File: config.mk
export PLATFORM = sky130hd
export DESIGN_NAME = class_argmax_flat
export DESIGN_NICKNAME = d
export VERILOG_FILES = /design/src/rtl/class_argmax_pkg.sv /design/src/rtl/class_argmax_if.sv /design/src/rtl/class_argmax_cmp.sv /design/src/rtl/class_argmax.sv /design/src/flat_wrapper.sv
export SDC_FILE = /design/constraint.sdc
export NUM_CORES = 1
export LEC_CHECK = 0
export CORE_AREA = 4 4 68 70
export DETAILED_ROUTE_END_ITERATION = 6
export DIE_AREA = 0 0 72 74
export PLACE_DENSITY = 0.74
export SLEW_MARGIN = 20
export SYNTH_ARGS = -nofsm -noshare
export SYNTH_HDL_FRONTEND = slang
export SYNTH_SLANG_ARGS = --single-unit
export TNS_END_PERCENT = 1
File: constraint.sdc
create_clock -name clk -period 4.3 [get_ports clk]
set_input_delay 1.29 -clock clk [delete_from_list [all_inputs] [get_ports clk]]
set_output_delay 1.29 -clock clk [all_outputs]
set_load 0.05 [all_outputs]
File: src/rtl/class_argmax_pkg.sv
// Shared constants, types and the index-to-label map for the lenet classifier tail.
// Latency: n/a (declarations only). Backpressure: n/a.
// Optional: ARGMAX_MARGIN_EN enables second-best tracking in the users of this package.
package class_argmax_pkg;

    localparam int WD        = 15;
    localparam int N_CLASS   = 24;
    localparam int CLS_W     = 6;
    localparam int SKIP_LBL  = 9;
    localparam int MARGIN_TH = 16;

    typedef logic signed [WD:0]  score_t;
    typedef logic [CLS_W-1:0]    cls_t;
    typedef logic [WD+1:0]       margin_t;

    typedef enum logic [1:0] {
        IDLE  = 2'd0,
        ACCUM = 2'd1,
        EMIT  = 2'd2
    } state_t;

    localparam score_t SCORE_MIN = {1'b1, {WD{1'b0}}};

    // Sign-MNIST has no J, so every class at or above it shifts up by one.
    function automatic cls_t idx_to_label(input cls_t idx);
        if (idx < cls_t'(SKIP_LBL))
            return idx;
        else
            return idx + cls_t'(1);
    endfunction

endpackage

File: src/rtl/class_argmax_if.sv
// Frame-control and score-stream bundle between lenet, class_argmax and text_lcd.
// Latency: n/a (wires only). Backpressure: none, the stream is push-only.
// Optional: ARGMAX_MARGIN_EN adds the margin/low_conf confidence signals.
interface class_argmax_if;
    import class_argmax_pkg::*;

    logic    go;
    logic    score_vld;
    score_t  score_data;
    logic    busy;
    cls_t    digit;
    logic    en_text_lcd;
    logic    ready;
`ifdef ARGMAX_MARGIN_EN
    margin_t margin;
    logic    low_conf;

    modport master (
        output go, score_vld, score_data,
        input  busy, digit, en_text_lcd, ready, margin, low_conf
    );
    modport slave (
        input  go, score_vld, score_data,
        output busy, digit, en_text_lcd, ready, margin, low_conf
    );
`else
    modport master (
        output go, score_vld, score_data,
        input  busy, digit, en_text_lcd, ready
    );
    modport slave (
        input  go, score_vld, score_data,
        output busy, digit, en_text_lcd, ready
    );
`endif

endinterface

File: src/rtl/class_argmax_cmp.sv
// Compare-and-select of one (score, idx) beat against the running best (and second best).
// Latency: combinational. Backpressure: none.
// Optional: ARGMAX_MARGIN_EN adds the second-best update path.
module class_argmax_cmp
    import class_argmax_pkg::*;
(
    input  logic   first,
    input  score_t score,
    input  cls_t   idx,
    input  score_t best_val,
    input  cls_t   best_idx,
`ifdef ARGMAX_MARGIN_EN
    input  score_t second_val,
    output score_t second_nxt,
`endif
    output score_t best_val_nxt,
    output cls_t   best_idx_nxt
);

    logic win;

    // Strict compare so that an equal later score never displaces a lower index.
    assign win = first || (score > best_val);

    always_comb begin
        best_val_nxt = best_val;
        best_idx_nxt = best_idx;
        if (win) begin
            best_val_nxt = score;
            best_idx_nxt = idx;
        end
    end

`ifdef ARGMAX_MARGIN_EN
    always_comb begin
        second_nxt = second_val;
        if (win)
            second_nxt = best_val;
        else if (score > second_val)
            second_nxt = score;
    end
`endif

endmodule

File: src/rtl/class_argmax.sv
// Argmax over one frame of N_CLASS signed scores, mapped to a Sign-MNIST label for text_lcd.
// Latency: ready/en_text_lcd one cycle after the final beat is sampled. Backpressure: none, beats always accepted in ACCUM.
// Optional: ARGMAX_MARGIN_EN adds registered margin/low_conf outputs.
module class_argmax
    import class_argmax_pkg::*;
(
    input  logic           clk,
    input  logic           rstn,
    class_argmax_if.slave  bus
);

    state_t state, state_nxt;
    cls_t   cnt;
    score_t best_val, best_val_nxt;
    cls_t   best_idx, best_idx_nxt;
    cls_t   digit_q;
    logic   beat;
    logic   last;

    assign beat = (state == ACCUM) && bus.score_vld;
    assign last = beat && (cnt == cls_t'(N_CLASS - 1));

`ifdef ARGMAX_MARGIN_EN
    score_t  second_val, second_nxt;
    margin_t margin_nxt;
    margin_t margin_q;
    logic    low_conf_q;

    // Best never falls below second, so the widened difference is non-negative.
    assign margin_nxt = {best_val_nxt[WD], best_val_nxt} - {second_nxt[WD], second_nxt};
`endif

    class_argmax_cmp u_cmp (
        .first        (cnt == '0),
        .score        (bus.score_data),
        .idx          (cnt),
        .best_val     (best_val),
        .best_idx     (best_idx),
`ifdef ARGMAX_MARGIN_EN
        .second_val   (second_val),
        .second_nxt   (second_nxt),
`endif
        .best_val_nxt (best_val_nxt),
        .best_idx_nxt (best_idx_nxt)
    );

    always_ff @(posedge clk) begin
        if (rstn)
            state <= IDLE;
        else
            state <= state_nxt;
    end

    always_comb begin
        state_nxt = state;
        case (state)
            IDLE:    if (bus.go) state_nxt = ACCUM;
            ACCUM:   if (last)   state_nxt = EMIT;
            EMIT:    state_nxt = IDLE;
            default: state_nxt = IDLE;
        endcase
    end

    always_ff @(posedge clk) begin
        if (rstn) begin
            cnt      <= '0;
            best_val <= SCORE_MIN;
            best_idx <= '0;
            digit_q  <= '0;
        end else if (state == IDLE && bus.go) begin
            cnt      <= '0;
            best_val <= SCORE_MIN;
            best_idx <= '0;
        end else if (beat) begin
            cnt      <= cnt + cls_t'(1);
            best_val <= best_val_nxt;
            best_idx <= best_idx_nxt;
            // Capture the label on the final beat so it is already valid during the strobe.
            if (last)
                digit_q <= idx_to_label(best_idx_nxt);
        end
    end

`ifdef ARGMAX_MARGIN_EN
    always_ff @(posedge clk) begin
        if (rstn) begin
            second_val <= SCORE_MIN;
            margin_q   <= '0;
            low_conf_q <= 1'b0;
        end else if (state == IDLE && bus.go) begin
            second_val <= SCORE_MIN;
        end else if (beat) begin
            second_val <= second_nxt;
            if (last) begin
                margin_q   <= margin_nxt;
                low_conf_q <= (margin_nxt < margin_t'(MARGIN_TH));
            end
        end
    end

    assign bus.margin   = margin_q;
    assign bus.low_conf = low_conf_q;
`endif

    assign bus.busy        = (state == ACCUM);
    assign bus.en_text_lcd = (state == EMIT);
    assign bus.ready       = (state == EMIT);
    assign bus.digit       = digit_q;

endmodule

File: src/flat_wrapper.sv
// flat-port wrapper written by rule: the top's interface ports become plain ports
module class_argmax_flat import class_argmax_pkg::*;
  (clk, rstn, bus_go, bus_score_vld, bus_score_data, bus_busy, bus_digit, bus_en_text_lcd, bus_ready);
  class_argmax_if bus_i ();
  input  logic clk;
  input  logic rstn;
  input wire logic [$bits(bus_i.go)-1:0] bus_go;
  input wire logic [$bits(bus_i.score_vld)-1:0] bus_score_vld;
  input wire logic [$bits(bus_i.score_data)-1:0] bus_score_data;
  output wire logic [$bits(bus_i.busy)-1:0] bus_busy;
  output wire logic [$bits(bus_i.digit)-1:0] bus_digit;
  output wire logic [$bits(bus_i.en_text_lcd)-1:0] bus_en_text_lcd;
  output wire logic [$bits(bus_i.ready)-1:0] bus_ready;
  assign bus_i.go = bus_go;
  assign bus_i.score_vld = bus_score_vld;
  assign bus_i.score_data = bus_score_data;
  assign bus_busy = bus_i.busy;
  assign bus_digit = bus_i.digit;
  assign bus_en_text_lcd = bus_i.en_text_lcd;
  assign bus_ready = bus_i.ready;
  class_argmax u_core (.clk(clk), .rstn(rstn), .bus(bus_i));
endmodule
### Word level (Yosys, flattened, before mapping)

Cells that the tools add are included.

* latch bits: 0
* input port bits: 20
* memories: 0
* logic and storage cells: 30
* bits in read-only memories: 0
* flip-flop bits (word level): 36
* memory bits (writable): 0
* output and inout port bits: 9

* add/sub/neg operators: 2
* muxes and demuxes: 5
* equality and inequality tests: 5
* shift operators: 0
* div/mod/pow operators: 0
* multipliers: 0
* reduce and logical (&&, ||, !) cells: 10
* bitwise operators: 1
* magnitude comparators: 2

Operators with widths (count)
* $gt 16x16->1: 1
* $add 6x1->6 const B: 2
* $mux 6: 2
* $eq 6x5->1 const B: 1
* $logic_not 6->1: 1
* $lt 6x4->1 const B: 1
* $mux 2: 2
* $pmux 2 s2: 1
* $reduce_and 2->1: 2
* $logic_and 1x1->1: 3
* $reduce_and 3->1: 1
* $eq 2x1->1 const B: 1
* $eq 2x2->1 const B: 1
* $logic_not 2->1: 1
* $ne 2x1->1 const B: 1
* $ne 2x2->1 const B: 1
* $reduce_or 2->1: 1
* $logic_or 1x1->1: 1
* $not 1->1: 1

### Logic depth before layout (Yosys ltp)

Gate-level depths: netlist of run 1.

* depth in word-level cells: 5
* mapped depth: 11

### Hierarchy

Synthesis of run 1 repeated with hierarchy kept, for this count alone.

* cells, all modules: 269
* area, all modules: 2303.5 um2

Modules (own cells, without submodules)
* class_argmax: sequential area each 720.7 um2, area each 1495.2 um2, cells each 185, times used 1
* class_argmax_cmp: sequential area each 0.0 um2, area each 808.3 um2, cells each 84, times used 1

### Worst setup path before layout of run 1

OpenSTA, ideal clock, no wires.

* path kind: input-to-reg
* start: input bus_score_data[15]
* end: register u_core.digit_q[5] (netlist: u_core.bus.digit[5])
* arrival: 3.664 ns
* stages on the path: 9
* setup slack: 0.519 ns
* library setup time: 0.117 ns
* data required time: 4.183 ns
* cells stage by stage: ha_1 > nand4_4 > or4_4 > o21ai_4 > o31ai_4 > or4b_4 > a222oi_1 > mux2i_1 > nand2_1

* cells in the longest elaborated chain, start to end: 5

Ends and longest elaborated chain
* start, declared: RTL line flat_wrapper.sv:9 `input wire logic [$bits(bus_i.score_data)-1:0] bus_score_data;`
* $gt 16x16->1 *: RTL line class_argmax_cmp.sv:23 `assign win = first || (score > best_val);`
* $logic_or 1x1->1 *: RTL line class_argmax_cmp.sv:23
* $mux 6 *: RTL line class_argmax_cmp.sv:28 `if (win) begin`
* $add 6x1->6 / $lt 6x4->1 (equally long branches): RTL line class_argmax_pkg.sv:29, class_argmax_pkg.sv:26
* $mux 6 *: RTL line class_argmax_pkg.sv:26 `if (idx < cls_t'(SKIP_LBL))`
* end signal, assigned: RTL line class_argmax.sv:80 `digit_q <= idx_to_label(best_idx_nxt);`
* end, declared: RTL line class_argmax.sv:16 `cls_t digit_q;`

Mark *: on every way between the ends. The rest lies on a longest branch, timed or not.
A chain may end at the register's enable or synchronous reset.

### Worst setup path in the final report of run 1

* start: input bus_score_data[7]
* end: register u_core.digit_q[5] (netlist: u_core.bus.digit[5])

Same word-level chain as after synthesis.

==> results of run 1 <==
stage by stage:
stage / utilization [%] / setup slack [ns] / cells
2_1_floorplan: - / 0.519 / 275
3_3_place_gp: 64.7 / 0.0545 / 354
3_5_place_dp: 64.7 / 0.0330 / 354
4_1_cts: 67.4 / 0.344 / 362
5_1_grt: 67.4 / 0.0749 / 362
6_report: 67.4 / 0.340 / 362
cell type report:
type	count	area (um^2)	area share (%)
Clock buffer	6	72.6	2.71
Clock inverter	2	35.0	1.31
Inverter	20	75.1	2.81
Multi-Input combinational cell	206	1310	49.0
Sequential cell	36	721	26.9
Tap cell	50	62.6	2.34
Timing Repair Buffer	42	398	14.9
cells by family (layout without fill, tap and decap cells):
group	after synthesis	in the layout	synth area share, %
compound gates	64	64	20.6
xor+xnor	6	6	2.43
fa+ha+maj	18	18	10.4
buf+inv	33	70	5.96
flops	36	36	33.4
mux	3	3	1.39
simple gates	115	115	25.9
state kept, by name, summed over array words and instances, names as in the netlist:
signal / cells
u_core.cnt: 6
u_core.bus.digit: 6
u_core.best_val: 16
u_core.best_idx: 6
u_core.state: 2
cell usage in the layout, fill, tap and decap left out, types with 3 or more instances in the layout:
| master | netlist | routed |
|---|---|---|
| ha_1 | 18 | 18 |
| nand4_1 | 4 | 4 |
| xor2_1 | 3 | 3 |
| dfxtp_1 | 36 | 36 |
| and3_1 | 3 | 3 |
| a21oi_1 | 30 | 30 |
| clkbuf_8 | 0 | 5 |
| mux2i_1 | 3 | 3 |
| nand2_1 | 56 | 56 |
| inv_1 | 20 | 20 |
| nor2b_1 | 5 | 5 |
| o21ai_0 | 9 | 9 |
| o31ai_1 | 3 | 3 |
| nor2_1 | 17 | 17 |
| xnor2_1 | 3 | 3 |
| nand3_1 | 10 | 10 |
| nor3_1 | 6 | 6 |
| clkdlybuf4s50_1 | 0 | 28 |
| and2_1 | 3 | 3 |
| buf_4 | 1 | 13 |
critical path: stages:
cell	delay, ns
clkdlybuf4s50_1	0.42
ha_1	0.32
nand4_1	0.20
or4_4	0.56
o211a_2	0.16
or4b_4	0.53
a222oi_1	0.24
buf_4	0.18
mux2i_1	0.17
nand2_1	0.06
final timing paths:
| kind | endpoint | cells after the start | start | slack [ns] |
|---|---|---|---|---|
| worst min-delay path | u_core.best_val[14] | 2 | u_core.best_val[14] | 0.45 |
| worst max-delay path | u_core.bus.digit[5] | 10 | bus_score_data[7] | 0.34 |
| worst min register to register | u_core.best_val[14] | 2 | u_core.best_val[14] | 0.45 |
| worst max register to register | u_core.bus.digit[5] | 10 | u_core.best_val[7] | 1.41 |
power groups by stage:
stage | clock [mW] | sequential (mW) | combinational (mW)
6_report | 0.292 | 0.343 | 0.103
5_1_grt | 0.312 | 0.343 | 0.115
4_1_cts | 0.301 | 0.342 | 0.104
3_5_place_dp | 0 | 0.350 | 0.103
3_3_place_gp | 0 | 0.350 | 0.102
2_1_floorplan | 0 | 0.349 | 0.0604
metal layers:
metal / vias to the layer above / wire (um) / global-route usage [%]
met1: 861 / 2330 / 25.4
met5: - / 0 / 0
met3: 8 / 195 / 3.38
met2: 38 / 2090 / 30.7
met4: 0 / 97 / 8.77
li1: 1030 / - / -
==> impl_summary.txt, run 1 <==
----------------------------------------------------
[Pwr]
  Register share of total power ... 46.4%
  Net Sw Power ... 0.180 mW
  Worst vdd ir ... 0.197 mV
  Leakage power ... 0.980 nW
  Share of power burned in combinational logic ... 14.0%
  Total chip power ... 0.738 mW
  Int Power ... 0.558 mW
  Power density of the placed cells ... 276 nW/um^2
  Fraction of power consumed by the clock network ... 39.6%
  Fraction of power spent switching nets ... 24.3%

[Clock network]
  Max H-tree Level ... 2
  Clock Path Buffers ... 2
  Clock slew at reported path FFs ... 0.07 ns
  Quantity of gates resized following cts ... 0
  Hold buffer count at cts ... 0
  Inserted Clock Buffers ... 5
  Source-to-sink clock delay at the later pin of the worst-skew pair ... 0.29 ns
  Number of sinks handled by clock tree synthesis ... 36
  TritonCTS clock tree ... done
  Clock root buffer ... clkbuf_8
  Count of buffers added by post-CTS timing repair for setup ... 0

[STA]
  Clock skew ... 0.00676 ns
  Worst hold slack after final layout ... 0.454 ns
  Number of pins exceeding their max-slew limit in the final report ... 0
  Slew headroom ... 33.8%
  Tightest Pin Transition ... 0.991 ns
  Fin crit period ... 3.96 ns
  Final-report setup violation count ... 0
  Hold violation total from the final report ... 0
  Final total negative setup slack ... 0 ns
  Setup repair after global routing missed its margin ... no
  Final period utilization ... 92.1%
  Timing-limited maximum frequency ... 0.253 GHz

[Critical path]
  Start-to-end type of the worst setup path ... input port to register
  Kind of capture point of the worst setup path ... register
  Largest fanout on the critical path ... 3
  Crit path launch type ... input port
  Signal arrival time at the worst endpoint ... 4.15 ns
  Data required time of the critical path ... 4.49 ns

[Synthesis]
  Number of synthesis warnings ... 0
  Fraction of registers with async set or reset after synthesis ... 0%
  Leading post-synthesis cells by instance count ... nand2_1 (56), dfxtp_1 (36), a21oi_1 (30)
  Dominant cell by count in the synthesized netlist ... nand2_1
  Post-Syn Nets ... 313
  Synthesized area ... 2160 um^2
  Number of enable flip-flop cells after synthesis ... 0
  Library cells used by synthesis ... 50
  Number of cells produced by synthesis ... 275
  Cell accounting for the most synthesized area ... dfxtp_1
  Number of synthesized register bits ... 36
  Portion of synthesized cell area occupied by the leading cell type ... 33.4%
  Sequential-to-total area share from yosys stat ... 33.4%
  Post-synthesis average cell area ... 7.86 um^2
  Primary FF master, synth ... dfxtp_1
  Cells taking the most area after synthesis ... dfxtp_1 (33%), ha_1 (10%), nand2_1 (9.7%), a21oi_1 (6.9%), inv_1 (3.5%)

[Outcome]
  Outcome ... complete, no violations

[Route]
  Detailed-route wire length ... 4710 um
  Final antenna-violating net count ... 0
  Post-detailed-route DRC marker count ... 0
  Detail-routed via count per cell ... 5.35
  Via count ... 1937
  DR WL/cell ... 13.0 um
  Detailed Routing Iterations Pass 1 ... 4
  Drt first-iter violations ... 96

[Floorplan]
  I/O Pins ... 29
  Total die area ... 5330 um^2
  Die Width ... 72 um
  Std-Cell Rows ... 23
  Starting density of the core ... 54.4%
  Core area ... 3970 um^2
  Die height ... 74 um

[GRT]
  Wire length of the first global-routing pass ... 8090 um
  Total gr overflow ... 0
  Global routing usage summed across all routing layers ... 19.2%
  Via count of the first global-routing pass ... 1829
  Antenna violations before repair ... 0
  Largest net degree at the start of global routing ... 29

[Layout]
  Ratio of cells with drive above 1 in the final layout ... 9.62%
  # diodes ... 0
  Layout Nets ... 349
  Layout overhead on the synthesized area ... 23.8%
  FILL cells ... 372
  Non-Filler Cell Area, Final ... 2680 um^2

[Place]
  Port Buffers ... 28
  Half-perimeter wire length of the detailed placement result ... 3470 um
  Placed instance area ... 2570 um^2
  Final weighted congestion in routability-driven placement ... 0.901

[Flow run]
  Max-capacitance violation count ... 0

[Min path]
  Min-delay worst type ... register to register

----------------------------------------------------
(Power assumes the default switching activity.)
==> run 2: changes to the inputs <==
==> constraint.sdc (replaced) <==
create_clock -name clk -period 4.3 [get_ports clk]
set_input_delay 0.645 -clock clk [delete_from_list [all_inputs] [get_ports clk]]
set_output_delay 0.645 -clock clk [all_outputs]
set_load 0.05 [all_outputs]
==> impl_summary.txt, run 2 (synthesized netlist as in run 1, its figures left out) <==
----------------------------------------------------
[Min path]
  Launch instance of the worst min-delay path ... u_core.best_val[12]
  Worst Hold Path Cells ... 2
  Min-delay worst type ... register to register
  Hold Path Sink ... u_core.best_val[12]

[Clock network]
  Source-to-sink clock delay at the later pin of the worst-skew pair ... 0.29 ns
  TritonCTS clock tree ... done
  Hold buffer count at cts ... 0
  Quantity of gates resized following cts ... 0
  Number of sinks handled by clock tree synthesis ... 36
  Clock slew at reported path FFs ... 0.07 ns
  Clock Path Buffers ... 2
  Clock root buffer ... clkbuf_8
  Count of buffers added by post-CTS timing repair for setup ... 0
  Inserted Clock Buffers ... 5
  Max H-tree Level ... 2

[Layout]
  Most frequent cells in the layout ... nand2_1 (56), dfxtp_1 (36), a21oi_1 (30)
  Total area of multi-input combinational cells ... 1310 um^2
  Number of flip-flops in the largest register ... 16
  Leading cell type in the layout, fill and taps excluded ... nand2_1
  Storage element area ... 721 um^2
  Layout Nets ... 337
  FILL cells ... 357
  Layout overhead on the synthesized area ... 19.1%
  Register containing the most flip-flops in the final layout ... u_core.best_val
  Number of non-filler instances in the completed layout ... 350
  Util after Layout ... 64.8%
  # diodes ... 0
  Ratio of cells with drive above 1 in the final layout ... 6.00%

[Place]
  Placed Cells incl. Taps ... 342
  Port Buffers ... 28
  Final weighted congestion in routability-driven placement ... 0.930
  Half-perimeter wire length of the detailed placement result ... 3420 um

[Route]
  Detailed Routing Iterations Pass 1 ... 4
  Detailed-route wire length ... 4630 um
  DR WL/cell ... 13.2 um
  Via count ... 1935
  Drt first-iter violations ... 88
  Detail-routed via count per cell ... 5.53
  Final antenna-violating net count ... 0
  Post-detailed-route DRC marker count ... 0

[Critical path]
  Endpoint of the worst register-to-register path ... u_core.bus.digit[5]
  Worst reg2reg startpoint ... u_core.best_val[15]
  Signal arrival time at the worst endpoint ... 3.69 ns
  Path depth of the worst reg2reg path ... 9
  Crit-path slowest cell ... or4_4
  Largest fanout on the critical path ... 13
  Crit path cell chain ... clkdlybuf4s50_1 -> ha_1 -> nand4_4 -> or4_4 -> o211a_2 -> or4b_4 -> a222oi_1 -> mux2i_1 -> nand2_1
  Worst setup slack for register-to-register paths ... 1.24 ns
  Slowest cell delay on critical path ... 0.59 ns
  Crit path launch type ... input port
  Kind of capture point of the worst setup path ... register
  Data required time of the critical path ... 4.49 ns
  Start-to-end type of the worst setup path ... input port to register

[Pwr]
  Worst vdd ir ... 0.210 mV
  Power density of the placed cells ... 284 nW/um^2
  Total chip power ... 0.730 mW
  Leakage power ... 0.921 nW

[GRT]
  Via count of the first global-routing pass ... 1823
  Total gr overflow ... 0
  Antenna violations before repair ... 0
  Largest net degree at the start of global routing ... 29
  Wire length of the first global-routing pass ... 7830 um
  Global routing usage summed across all routing layers ... 18.6%

[STA]
  Tightest Pin Transition ... 0.970 ns
  Final-report setup violation count ... 0
  Slew headroom ... 35.2%
  Fin crit period ... 3.49 ns
  Final total negative setup slack ... 0 ns
  Clock skew ... 0.00504 ns
  Hold violation total from the final report ... 0
  Timing-limited maximum frequency ... 0.286 GHz
  Number of pins exceeding their max-slew limit in the final report ... 0
  Worst hold slack after final layout ... 0.454 ns
  Setup repair after global routing missed its margin ... no
  Final period utilization ... 81.3%

[Floorplan]
  I/O Pins ... 29
  Die height ... 74 um
  Die Width ... 72 um
  Total die area ... 5330 um^2
  Std-Cell Rows ... 23
  Starting density of the core ... 54.4%
  Core area ... 3970 um^2

[Outcome]
  Outcome ... complete, no violations

[Flow run]
  Max-capacitance violation count ... 0

----------------------------------------------------
run 2: critical path, delay by kind of cell:
| kind | cells | cell delay (ns) |
|---|---|---|
| AO/OA/AOI/OAI | 2 | 0.61 |
| adder cells (fa/ha/maj) | 1 | 0.38 |
| buffers and inverters | 1 | 0.43 |
| multiplexers | 1 | 0.24 |
| AND/OR/NAND/NOR | 4 | 1.38 |
run 2: worst max-delay path by stage:
stage / start / end / depth (start not counted)
final: bus_score_data[15] / u_core.bus.digit[5] / 9
after global routing: bus_score_data[5] / u_core.bus.digit[5] / 10
after CTS: bus_score_data[15] / u_core.bus.digit[5] / 9
after detailed placement: bus_score_data[15] / u_core.bus.digit[5] / 9
after global placement: bus_score_data[15] / u_core.bus.digit[5] / 9
after floorplan: bus_score_data[15] / u_core.bus.digit[5] / 9
run 2: layout make-up:
type | instances | share of cell area, %
Clock buffer | 6 | 2.82
Clock inverter | 2 | 1.36
Inverter | 20 | 2.92
Multi-Input combinational cell | 206 | 51.0
Sequential cell | 36 | 28.0
Tap cell | 50 | 2.43
Timing Repair Buffer | 30 | 11.5
run 2: metrics by stage:
stage,area (um^2),setup WS (ns)
2_1_floorplan,2160,1.16
3_3_place_gp,2460,0.555
3_5_place_dp,2460,0.500
4_1_cts,2570,0.809
5_1_grt,2570,0.624
6_report,2570,0.805
run 2: layer usage:
metal	share of wire, %	vias up	global-route usage [%]	wire (um)
met5	0	-	0	0
met4	1.5	0	7.52	68
met3	5.0	8	4.05	230
met2	45	43	31.5	2080
met1	49	873	23.0	2260
li1	-	1011	-	-
run 2: where the power goes:
group          total (mW)  switching (mW)  leakage, nW  internal [mW]
Clock               0.293           0.121       0.0552          0.172
Sequential          0.343         0.00394        0.291          0.339
Combinational      0.0945          0.0535        0.574         0.0410
==> run 3: changes to the inputs <==
--- a/config.mk
+++ b/config.mk
@@ -5,10 +5,10 @@
 export SDC_FILE = /design/constraint.sdc
 export NUM_CORES = 1
 export LEC_CHECK = 0
-export CORE_AREA = 4 4 68 70
+export CORE_AREA = 4 4 72 74
 export DETAILED_ROUTE_END_ITERATION = 6
-export DIE_AREA = 0 0 72 74
-export PLACE_DENSITY = 0.74
+export DIE_AREA = 0 0 76 78
+export PLACE_DENSITY = 0.69
 export SLEW_MARGIN = 20
 export SYNTH_ARGS = -nofsm -noshare
 export SYNTH_HDL_FRONTEND = slang
==> constraint.sdc (replaced) <==
create_clock -name clk -period 3 [get_ports clk]
set_input_delay 0.45 -clock clk [delete_from_list [all_inputs] [get_ports clk]]
set_output_delay 0.45 -clock clk [all_outputs]
set_load 0.05 [all_outputs]
==> impl_summary.txt, run 3 (synthesized netlist as in run 1, its figures left out) <==
----------------------------------------------------
[Place]
  Port Buffers ... 28
  Placed Cells incl. Taps ... 366
  Minimum setup slack after placement ... -0.439 ns
  Half-perimeter wire length of the detailed placement result ... 3660 um
  Final weighted congestion in routability-driven placement ... 0.887
  Placed instance area ... 2620 um^2

[Pwr]
  Leakage power ... 1.07 nW
  Worst vdd ir ... 0.192 mV
  Power density of the placed cells ... 360 nW/um^2

[Layout]
  Non-Filler Cell Area, Final ... 2910 um^2
  Number of flip-flops in the largest register ... 16
  Layout overhead on the synthesized area ... 34.7%
  Layout Nets ... 361
  Leading cell type in the layout, fill and taps excluded ... nand2_1
  # diodes ... 0
  Util after Layout ... 63.3%
  Ratio of cells with drive above 1 in the final layout ... 27.2%
  Number of non-filler instances in the completed layout ... 377
  FILL cells ... 406
  Register containing the most flip-flops in the final layout ... u_core.best_val
  Most frequent cells in the layout ... nand2_1 (56), a21oi_1 (29), buf_4 (26)

[STA]
  Final period utilization ... 94.6%
  Tightest Pin Transition ... 0.601 ns
  Fin crit period ... 2.84 ns
  Clock skew ... 0.00335 ns
  Min setup slack post-route ... 0.162 ns
  Worst hold slack after final layout ... 0.399 ns
  Final-report setup violation count ... 0
  Hold violation total from the final report ... 0
  Number of pins exceeding their max-slew limit in the final report ... 0
  Slew headroom ... 59.9%
  Timing-limited maximum frequency ... 0.352 GHz
  Setup repair after global routing missed its margin ... yes

[Min path]
  Min-delay worst type ... input port to register

[Critical path]
  Data required time of the critical path ... 3.19 ns
  Largest fanout on the critical path ... 5
  Start-to-end type of the worst setup path ... input port to register
  Kind of capture point of the worst setup path ... register
  Signal arrival time at the worst endpoint ... 3.03 ns
  Crit path launch type ... input port

[Clock network]
  Clock slew at reported path FFs ... 0.07 ns
  Clock root buffer ... clkbuf_8
  Hold buffer count at cts ... 0
  TritonCTS clock tree ... done
  Source-to-sink clock delay at the later pin of the worst-skew pair ... 0.29 ns
  Clock Path Buffers ... 2
  Inserted Clock Buffers ... 5
  Max H-tree Level ... 2
  Number of sinks handled by clock tree synthesis ... 36

[Floorplan]
  Std-Cell Rows ... 25
  I/O Pins ... 29
  Total die area ... 5930 um^2
  Starting density of the core ... 47.0%
  Die height ... 78 um
  Core area ... 4600 um^2
  Die Width ... 76 um

[Route]
  Post-detailed-route DRC marker count ... 0
  Detailed Routing Iterations Pass 1 ... 5
  Detailed-route wire length ... 5240 um
  Detail-routed via count per cell ... 5.42
  DR WL/cell ... 13.9 um
  Final antenna-violating net count ... 0
  Drt first-iter violations ... 83
  Via count ... 2043

[GRT]
  Largest net degree at the start of global routing ... 18
  Via count of the first global-routing pass ... 2040
  Antenna violations before repair ... 0
  Global routing usage summed across all routing layers ... 18.3%
  Total gr overflow ... 0
  Wire length of the first global-routing pass ... 9060 um

[Flow run]
  Max-capacitance violation count ... 0

[Outcome]
  Outcome ... complete, no violations

----------------------------------------------------
run 3: critical path, cell delays in order:
cell and delay (ns):
clkdlybuf4s15_1 0.23, ha_4 0.30, nand4_4 0.12, or4_4 0.54, o21ai_4 0.10, o31ai_4 0.07, or4b_4 0.53, a222oi_1 0.27
buf_4 0.19, mux2i_1 0.17, nand2_1 0.06
run 3: final cells by class:
class	count	area, um^2	area share [%]
Multi-Input combinational cell	206	1520	52.1
Inverter	20	75.1	2.58
Tap cell	54	67.6	2.32
Timing Repair Buffer	54	419	14.4
Sequential cell	36	734	25.2
Clock buffer	7	96.3	3.31
run 3: layer usage:
metal / up-vias / track usage (%) / share of wire, %
met3: 6 / 4.06 / 4.0
met4: 0 / 7.65 / 1.6
met2: 43 / 30.2 / 47
li1: 1053 / - / -
met1: 941 / 22.7 / 47
met5: - / 0 / 0
run 3: worst paths after layout:
| check | startpoint | end | slack (ns) | cells past startpoint |
|---|---|---|---|---|
| worst max-delay path | bus_score_data[14] | u_core.bus.digit[5] | 0.16 | 11 |
| worst min-delay path | bus_score_data[0] | u_core.best_val[0] | 0.40 | 3 |
| worst max register to register | u_core.best_val[2] | u_core.bus.digit[5] | 0.16 | 11 |
| worst min register to register | u_core.best_val[10] | u_core.best_val[10] | 0.46 | 2 |
run 3: power by group:
part,internal (mW),total [mW],switching [mW]
Sequential,0.486,0.493,0.00643
Combinational,0.0818,0.174,0.0922
Clock,0.205,0.381,0.177
Total,0.773,1.05,0.275
run 3: stage by stage:
stage	TNS, ns	power [mW]
floorplan	0	0.586
global placement	-5.41	0.654
CTS	0	1.04
finish	0	1.05
detailed placement	-5.93	0.655
global route	-0.0474	1.09
run 3: repair_timing:
item	4_1_cts	5_1_grt
buffers inserted	3	1
resized for setup	31	51
pin swaps	23	21
setup endpoints to repair	6	18
==> patch, RTL diff (flow settings as in run 3) <==
The package constant `WD` goes from 15 to 19.
--- a/src/rtl/class_argmax_pkg.sv
+++ b/src/rtl/class_argmax_pkg.sv
@@ -3,7 +3,7 @@
 // Optional: ARGMAX_MARGIN_EN enables second-best tracking in the users of this package.
 package class_argmax_pkg;
 
-    localparam int WD        = 15;
+    localparam int WD        = 19;
     localparam int N_CLASS   = 24;
     localparam int CLS_W     = 6;
     localparam int SKIP_LBL  = 9;
Ports: changed (resized bus_score_data); port bits go from 29 to 33. No check against the original RTL was run, so the function may have changed too.
==> patch against run 3 <==
Sequential cell count grew 4; power grew 14%; maximum frequency shrank 0.89%; wire length grew 22%; via count grew 19%; design area grew 11%; synthesized area grew 12%; setup slack lost 0.025 ns; worst hold slack gained 0.055 ns; critical endpoint is now u_core.bus.digit[1]; highest routed layer unchanged.
==> patch: results (changes against run 3) <==
=====================================================================================================
Run status ............................................................................. complete, no violations   unchanged
Worst Hold Depth .......................................................................            2   was 3
Gpl congestion .........................................................................        0.946   was 0.887
Start point of the critical path ....................................................... bus_score_data[19]   was bus_score_data[14]
CP endpoint ............................................................................ u_core.bus.digit[1]   was u_core.bus.digit[5]
Multiplexer area fraction after synthesis ..............................................        1.29%   was 1.39%
Met2 layer usage reported by global route ..............................................        34.9%   was 30.2%
Worst-case clock skew ..................................................................   0.00619 ns   was 0.00335 ns
Non-clk buf share ......................................................................        17.6%   was 14.4%
Category of cells accounting for the largest share of critical-path delay .............. compound AO/OA/AOI/OAI gates   was simple AND/OR/NAND/NOR gates
Total of flip-flops plus latches after synthesis .......................................           40   was 36
Number of fillers in the final layout ..................................................          376   was 406
Number of cells on the worst reg-to-reg path ...........................................            9   was 11
Min-delay src .......................................................................... u_core.bus.digit[5]   was bus_score_data[0]
Inverter count of the layout excluding clock inverters .................................           25   was 20
Launch instance of the worst register-to-register path ................................. u_core.best_val[12]   was u_core.best_val[2]
Internal cell power ....................................................................   0.000884 W   was 0.000773 W
Critical path peak fanout ..............................................................            7   was 5
Largest net degree at the start of global routing ......................................           33   was 18
Post-synthesis share of cell area spent on full adders, half adders and majority gates .        11.3%   was 10.4%
Net count of the finished layout .......................................................          408   was 361
DR WL met2 .............................................................................      3.01 mm   was 2.46 mm
Fraction of standard cell area in multi-input logic ....................................        49.2%   was 52.1%
Postcts setup bufs .....................................................................            2   was 3
Power consumed by the clock network ....................................................   0.000446 W   was 0.000381 W
Storage cell area ......................................................................      801 um2   was 734 um2
Met3 demand-to-capacity share in global routing ........................................        6.03%   was 4.06%
Resize count post-CTS ..................................................................           11   was 31
Share of layout cells above drive strength 1 ...........................................        15.2%   was 27.2%
Average wire per standard cell .........................................................      15.3 um   was 13.9 um
Global routing usage summed across all routing layers ..................................        22.1%   was 18.3%
Flip-flop count of the largest register after layout ...................................           20   was 16
Register area share after synthesis ....................................................        33.0%   was 33.4%
Synth cell count leaders ............................................................... 40 x dfxtp_1, 39 x a21oi_1, 34 x o21ai_0, 32 x nand3_1, 25 x inv_1   was 56 x nand2_1, 36 x dfxtp_1, 30 x a21oi_1, 20 x inv_1, 18 x ha_1
Slew at the pin closest to its max-slew limit ..........................................     0.823 ns   was 0.601 ns
Largest voltage drop on the vdd net ....................................................   0.000328 V   was 0.000192 V
DR vias ................................................................................         2431   was 2043
Number of global-route vias before repair ..............................................         2313   was 2040
Routed wire length on met3 .............................................................       311 um   was 209 um
Xor-xnor portion of the synthesized cell area ..........................................        3.60%   was 2.43%
Static Leak ............................................................................      1.24 nW   was 1.07 nW
=====================================================================================================
## patch: cell types whose count changed after synthesis, sizes merged, moves of 4 or more
cell | run 3 | this run
o21ai | 10 | 34
nand2 | 56 | 18
nor4 | 2 | 6
inv | 20 | 25
xor2 | 3 | 7
a21oi | 30 | 39
ha | 18 | 22
nand3 | 10 | 32
dfxtp | 36 | 40
clkbuf | 11 | 16
## patch: stage by stage
| step | utilization [%] | setup WS, ns | hold WS (ns) | total power, W | std cells |
|---|---|---|---|---|---|
| 2_1_floorplan | - | 0.00170 | 0.437 | 0.000657 | 314 |
| 3_3_place_gp | 63.9 | -0.398 | 0.439 | 0.000743 | 407 |
| 3_5_place_dp | 63.9 | -0.452 | 0.452 | 0.000745 | 407 |
| 4_1_cts | 68.0 | -0.00765 | 0.463 | 0.00120 | 417 |
| 5_1_grt | 70.2 | 0.0700 | 0.474 | 0.00125 | 417 |
| 6_report | 70.2 | 0.136 | 0.454 | 0.00119 | 417 |
